--- src/rtl/mac_pkg.sv ---
// Shared RMII definitions for the MAC receive and transmit paths.
package mac_pkg;

  typedef enum logic [1:0] {
    IDLE     = 2'd0,
    PREAMBLE = 2'd1,
    DATA     = 2'd2,
    DRAIN    = 2'd3
  } rx_state_t;

  localparam logic [1:0] PREAMBLE_DIBIT  = 2'b01;
  localparam logic [1:0] SFD_LAST_DIBIT  = 2'b11;
  localparam logic [1:0] RMII_IDLE_DIBIT = 2'b00;

endpackage

--- src/rtl/rmii_clk_edge.sv ---
// Rising-edge detector for the RMII reference clock, which is sampled as data in clk.
module rmii_clk_edge (
  input  logic clk,
  input  logic rst,
  input  logic receive_clk,
  output logic tick
);

  logic r_last_receive_clk;

  always_ff @(posedge clk) begin
    if (rst) r_last_receive_clk <= 1'b0;
    else     r_last_receive_clk <= receive_clk;
  end

  assign tick = receive_clk & ~r_last_receive_clk;

endmodule

--- src/rtl/mac_receive_byte.sv ---
// RMII receive deserializer: strips preamble/SFD and assembles dibits LSB-first into bytes.
// state    | meaning
// IDLE     | no carrier, or carrier with idle 00 dibits
// PREAMBLE | counting 01 dibits, waiting for the closing 11
// DATA     | assembling bytes, four dibits each
// DRAIN    | bad preamble or oversize frame; discard until carrier drops
module mac_receive_byte
  import mac_pkg::*;
#(
  parameter int MIN_PREAMBLE_DIBITS = 8,
  parameter int MAX_FRAME_BYTES     = 1522,
  parameter int COUNT_WIDTH         = 11
) (
  input  logic                   clk,
  input  logic                   rst,
  input  logic                   receive_clk,
  input  logic [1:0]             eth_rxd,
  input  logic                   eth_crsdv,
  output logic [7:0]             received_byte,
  output logic                   byte_valid,
  output logic                   frame_start,
  output logic                   frame_end,
  output logic                   frame_error,
  output logic [COUNT_WIDTH-1:0] frame_byte_count
);

  localparam logic [COUNT_WIDTH-1:0] MAX_COUNT = COUNT_WIDTH'(MAX_FRAME_BYTES);
  localparam logic [7:0]             MIN_PRE   = 8'(MIN_PREAMBLE_DIBITS);

  logic                   w_tick;
  rx_state_t              r_state;
  logic [7:0]             r_pre_count;
  logic [1:0]             r_dibit_count;
  logic [5:0]             r_shift;
  logic [7:0]             r_received_byte;
  logic                   r_byte_valid;
  logic                   r_frame_start;
  logic                   r_frame_end;
  logic                   r_frame_error;
  logic [COUNT_WIDTH-1:0] r_frame_byte_count;

  rmii_clk_edge u_edge (
    .clk         (clk),
    .rst         (rst),
    .receive_clk (receive_clk),
    .tick        (w_tick)
  );

  always_ff @(posedge clk) begin
    if (rst) begin
      r_state            <= IDLE;
      r_pre_count        <= '0;
      r_dibit_count      <= '0;
      r_shift            <= '0;
      r_received_byte    <= '0;
      r_byte_valid       <= 1'b0;
      r_frame_start      <= 1'b0;
      r_frame_end        <= 1'b0;
      r_frame_error      <= 1'b0;
      r_frame_byte_count <= '0;
    end else begin
      r_byte_valid  <= 1'b0;
      r_frame_start <= 1'b0;
      r_frame_end   <= 1'b0;
      r_frame_error <= 1'b0;
      if (w_tick) begin
        case (r_state)
          IDLE: begin
            if (eth_crsdv) begin
              if (eth_rxd == PREAMBLE_DIBIT) begin
                r_state     <= PREAMBLE;
                r_pre_count <= 8'd1;
              end else if (eth_rxd != RMII_IDLE_DIBIT) begin
                r_state <= DRAIN;
              end
            end
          end
          PREAMBLE: begin
            if (!eth_crsdv) begin
              r_state <= IDLE;
            end else if (eth_rxd == PREAMBLE_DIBIT) begin
              if (r_pre_count != 8'hFF) r_pre_count <= r_pre_count + 8'd1;
            end else if (eth_rxd == SFD_LAST_DIBIT) begin
              if (r_pre_count >= MIN_PRE) begin
                r_state            <= DATA;
                r_frame_start      <= 1'b1;
                r_dibit_count      <= '0;
                r_frame_byte_count <= '0;
              end else begin
                r_state <= DRAIN;
              end
            end else if (eth_rxd != RMII_IDLE_DIBIT) begin
              r_state <= DRAIN;
            end
          end
          DATA: begin
            if (!eth_crsdv) begin
              // Carrier dropping mid-byte means the last byte is incomplete.
              if (r_dibit_count == 2'd0) r_frame_end   <= 1'b1;
              else                       r_frame_error <= 1'b1;
              r_dibit_count <= '0;
              r_state       <= IDLE;
            end else if (r_dibit_count == 2'd3) begin
              r_dibit_count <= '0;
              if (r_frame_byte_count == MAX_COUNT) begin
                r_frame_error <= 1'b1;
                r_state       <= DRAIN;
              end else begin
                r_received_byte    <= {eth_rxd, r_shift};
                r_byte_valid       <= 1'b1;
                r_frame_byte_count <= r_frame_byte_count + 1'b1;
              end
            end else begin
              r_shift[{r_dibit_count, 1'b0} +: 2] <= eth_rxd;
              r_dibit_count <= r_dibit_count + 2'd1;
            end
          end
          DRAIN: begin
            if (!eth_crsdv) r_state <= IDLE;
          end
          default: r_state <= IDLE;
        endcase
      end
    end
  end

  assign received_byte    = r_received_byte;
  assign byte_valid       = r_byte_valid;
  assign frame_start      = r_frame_start;
  assign frame_end        = r_frame_end;
  assign frame_error      = r_frame_error;
  assign frame_byte_count = r_frame_byte_count;

endmodule
--- config.mk ---
export PLATFORM = sky130hd
export DESIGN_NAME = mac_receive_byte
export DESIGN_NICKNAME = d
export VERILOG_FILES = /design/src/rtl/mac_pkg.sv /design/src/rtl/rmii_clk_edge.sv /design/src/rtl/mac_receive_byte.sv
export SDC_FILE = /design/constraint.sdc
export NUM_CORES = 1
export LEC_CHECK = 0
export ABC_AREA = 1
export CELL_PAD_IN_SITES_DETAIL_PLACEMENT = 1
export CELL_PAD_IN_SITES_GLOBAL_PLACEMENT = 1
export CORE_MARGIN = 2
export CORE_UTILIZATION = 43
export CTS_CLUSTER_SIZE = 25
export DETAILED_ROUTE_END_ITERATION = 8
export GPL_TIMING_DRIVEN = 0
export PLACE_DENSITY_LB_ADDON = 0.15
export SKIP_LAST_GASP = 1
export SLEW_MARGIN = 5
export SYNTH_ARGS = -nofsm -noshare
export SYNTH_HDL_FRONTEND = slang
export SYNTH_SLANG_ARGS = --single-unit
--- constraint.sdc ---
create_clock -name clk -period 3.55 [get_ports clk]
set_clock_uncertainty 0.2 [all_clocks]
set_input_delay 0.71 -clock clk [delete_from_list [all_inputs] [get_ports clk]]
set_output_delay 0.71 -clock clk [all_outputs]
set_load 0.05 [all_outputs]
==> results.yml <==
cts:
  ctsHoldBuffers: 0
  post_cts_resized: 0
  clock_latency_ns: 0.29
  clkTransAtPathRegs_ns: 0.08
  cts_tree: "done"
  clock-sinks: 42
  clockBufferDepth: 2
  cts_htree_levels: 2
  numCtsBuffers: 5
  cts_setup_buffers: 0
  cts-root-buf: "clkbuf_8"
timing:
  hold_viol: 0
  setup-violations-final: 0
  fin_crit_ns: 2.56
  worst_pin_slew_ns: 0.588
  rsz0062_at_grt: "false"
  maxSlewHeadroom_pct: 60.8
  drv_slew: 0
  fmax_mhz: 390
  finalCritPeriodShare_pct: 72.2
  fin_setup_tns_ns: 0
setup_path:
  worstSetupEndpointType: "output pin"
  timing_worst_setup_path_type: "reg -> out"
  cpPeakStageDelay_ns: 0.87
  startpoint_type: "flop"
  cp_cell_sequence: "clkdlybuf4s50_1"
  critPathTopFamily: "buffers and inverters"
  worst-endpoint-arrival_ns: 1.65
  critPathSlowestCell: "clkdlybuf4s50_1"
  crit_required_ns: 2.64
  path_max_fanout: 7
  cp_num_buf_inv: 1
yosys:
  syn-cell-area_mm2: 0.00237
  yosysMostFrequentCell: "nand2_1"
  ys_types: 25
  synthFlopType: "dfxtp_1"
  yosysTopAreaCell: "dfxtp_1"
  synthCells: 347
  synth.avg_cell_area_um2: 6.83
  synth_seq_cells: 42
  synth_top_cells_by_count: "78 x nand2_1, 44 x nor2_1, 42 x dfxtp_1"
  ys_warn_count: 0
  synth_edf_count: 0
  async_flop_share_pct: 0
  synth_area_leaders: "dfxtp_1 35%, nand2_1 12%, a21oi_1 7.6%"
  syn-num-nets: 362
  synth_top_area_share_pct: 35.5
  ys_seq_area_share_pct: 35.5
global_route:
  grt_max_degree: 14
  grt.total_usage_pct: 23.5
  grt_pass1_wl_mm: 11.5
  antenna_found_initial: 0
  grt-ovfl-total: 0
  grt_pass1_vias: 2417
floorplanning:
  fp.dieW_um: 78.3
  initial_core_util_pct: 43.9
  die_area_mm2: 0.00612
  ios: 29
  core_area_mm2: 0.00541
  die_y_um: 78.3
  rows: 27
final_layout:
  fillers: 749
  diodes: 0
  syn2layout_area_growth_pct: 19.3
  fin_cells: 455
  finish.utilization_pct: 52.3
  drive_above_1_share_pct: 7.31
  fin_nets: 397
routing:
  drtAntennaViolNets: 0
  drtPass1Iterations: 4
  drc_errors: 0
  vias_per_cell: 5.27
  wl_mm: 6.72
  drt_iter0_drc: 74
  wire_per_inst_um: 14.8
  vias: 2398
power_and_ir_drop:
  p_leak_nw: 1.03
  power_density_mw_per_mm2: 325
  vdd_drop_max_mv: 0.228
run_status:
  status: "complete, no violations"
placed_design:
  hpwl_mm: 4.98
  routabilityCongestion: 0.871
  io_buffers: 28
  place_inst: 447
worst_hold_path:
  hold_path.class: "reg -> reg"
run:
  cap_violations: 0
-- final timing paths --
check	startpoint	slack (ns)	cells after the start	end
worst min register to register	received_byte[5]	0.25	2	received_byte[5]
worst max register to register	frame_byte_count[0]	1.55	11	frame_byte_count[8]
worst max-delay path	frame_byte_count[2]	0.99	1	frame_byte_count[2]
worst min-delay path	received_byte[5]	0.25	2	received_byte[5]
-- flip-flops by register name, summed over array words and instances (netlist names), 2 cells and up --
register          cells
frame_byte_count     11
r_shift               6
r_dibit_count         2
r_state               2
received_byte         8
r_pre_count           8
-- tightest hold or removal path: cells and delay by family (launching register included) --
| family | cells | cell delay (ns) |
|---|---|---|
| flops | 1 | 0.32 |
| buf+inv | 1 | 0.05 |
| compound gates | 1 | 0.05 |
-- per-layer routing --
metal / vias to the layer above / part of all wire, % / global-route usage [%]
met2: 32 / 51 / 42.2
met1: 1168 / 45 / 28.0
met4: 0 / 2.4 / 8.77
met3: 13 / 2.1 / 3.91
met5: - / 0 / 0
li1: 1185 / - / -
-- layout by cell type, fill, tap and decap left out --
cell type | netlist | final
clkbuf_1 | 4 | 5
clkdlybuf4s50_1 | 0 | 28
clkinv_2 | 0 | 1
dfxtp_1 | 42 | 42
a21oi_4 | 1 | 1
nand2_1 | 78 | 78
a21oi_1 | 36 | 36
nor2_1 | 44 | 44
nand3_2 | 2 | 2
o21ai_1 | 3 | 3
buf_6 | 2 | 2
clkbuf_8 | 0 | 5
nor3b_1 | 1 | 1
xnor2_1 | 1 | 1
nand3_1 | 29 | 29
o22ai_1 | 1 | 1
inv_2 | 2 | 2
nand3_4 | 1 | 1
inv_1 | 41 | 41
nand4_1 | 9 | 9
nand2_4 | 4 | 4
nor3_1 | 8 | 8
nor2_4 | 5 | 5
clkinv_4 | 0 | 1
o21ai_0 | 15 | 15
ha_1 | 9 | 9
o21ai_2 | 1 | 1
nand2_2 | 3 | 3
xor2_1 | 5 | 5
-- area by class of cell --
| class | instances | area (um2) | area share (%) |
|---|---|---|---|
| Clock buffer | 6 | 72.6 | 2.57 |
| Sequential cell | 42 | 841 | 29.7 |
| Multi-Input combinational cell | 256 | 1330 | 47.1 |
| Tap cell | 72 | 90.1 | 3.19 |
| Inverter | 43 | 161 | 5.71 |
| Buffer | 6 | 37.5 | 1.33 |
| Timing Repair Buffer | 28 | 280 | 9.91 |
| Clock inverter | 2 | 13.8 | 0.487 |
-- cell families (layout without fill, tap and decap cells) --
group           after synthesis  in the layout  synth area share [%]
simple gates                184            184                  36.5
compound gates               57             57                  12.7
buf+inv                      49             85                  8.39
flops                        42             42                  35.5
fa+ha+maj                     9              9                  4.75
xor+xnor                      6              6                  2.22
-- where the power goes --
part / internal, W / switching [W]
logic: 0.0000338 / 0.0000891
clock network: 0.000139 / 0.000172
registers: 0.000477 / 0.00000836
-- metrics by stage --
stage	hold slack (ns)	setup WS [ns]	total power, W	cell area, um2
after global routing	0.278	0.896	0.000958	2830
final	0.252	0.986	0.000919	2830
after floorplan	0.240	1.44	0.000576	2370
after CTS	0.254	0.985	0.000929	2830
after detailed placement	0.242	0.806	0.000617	2740
after global placement	0.231	0.819	0.000612	2740
Note: power is estimated with default switching activity, not from simulation.
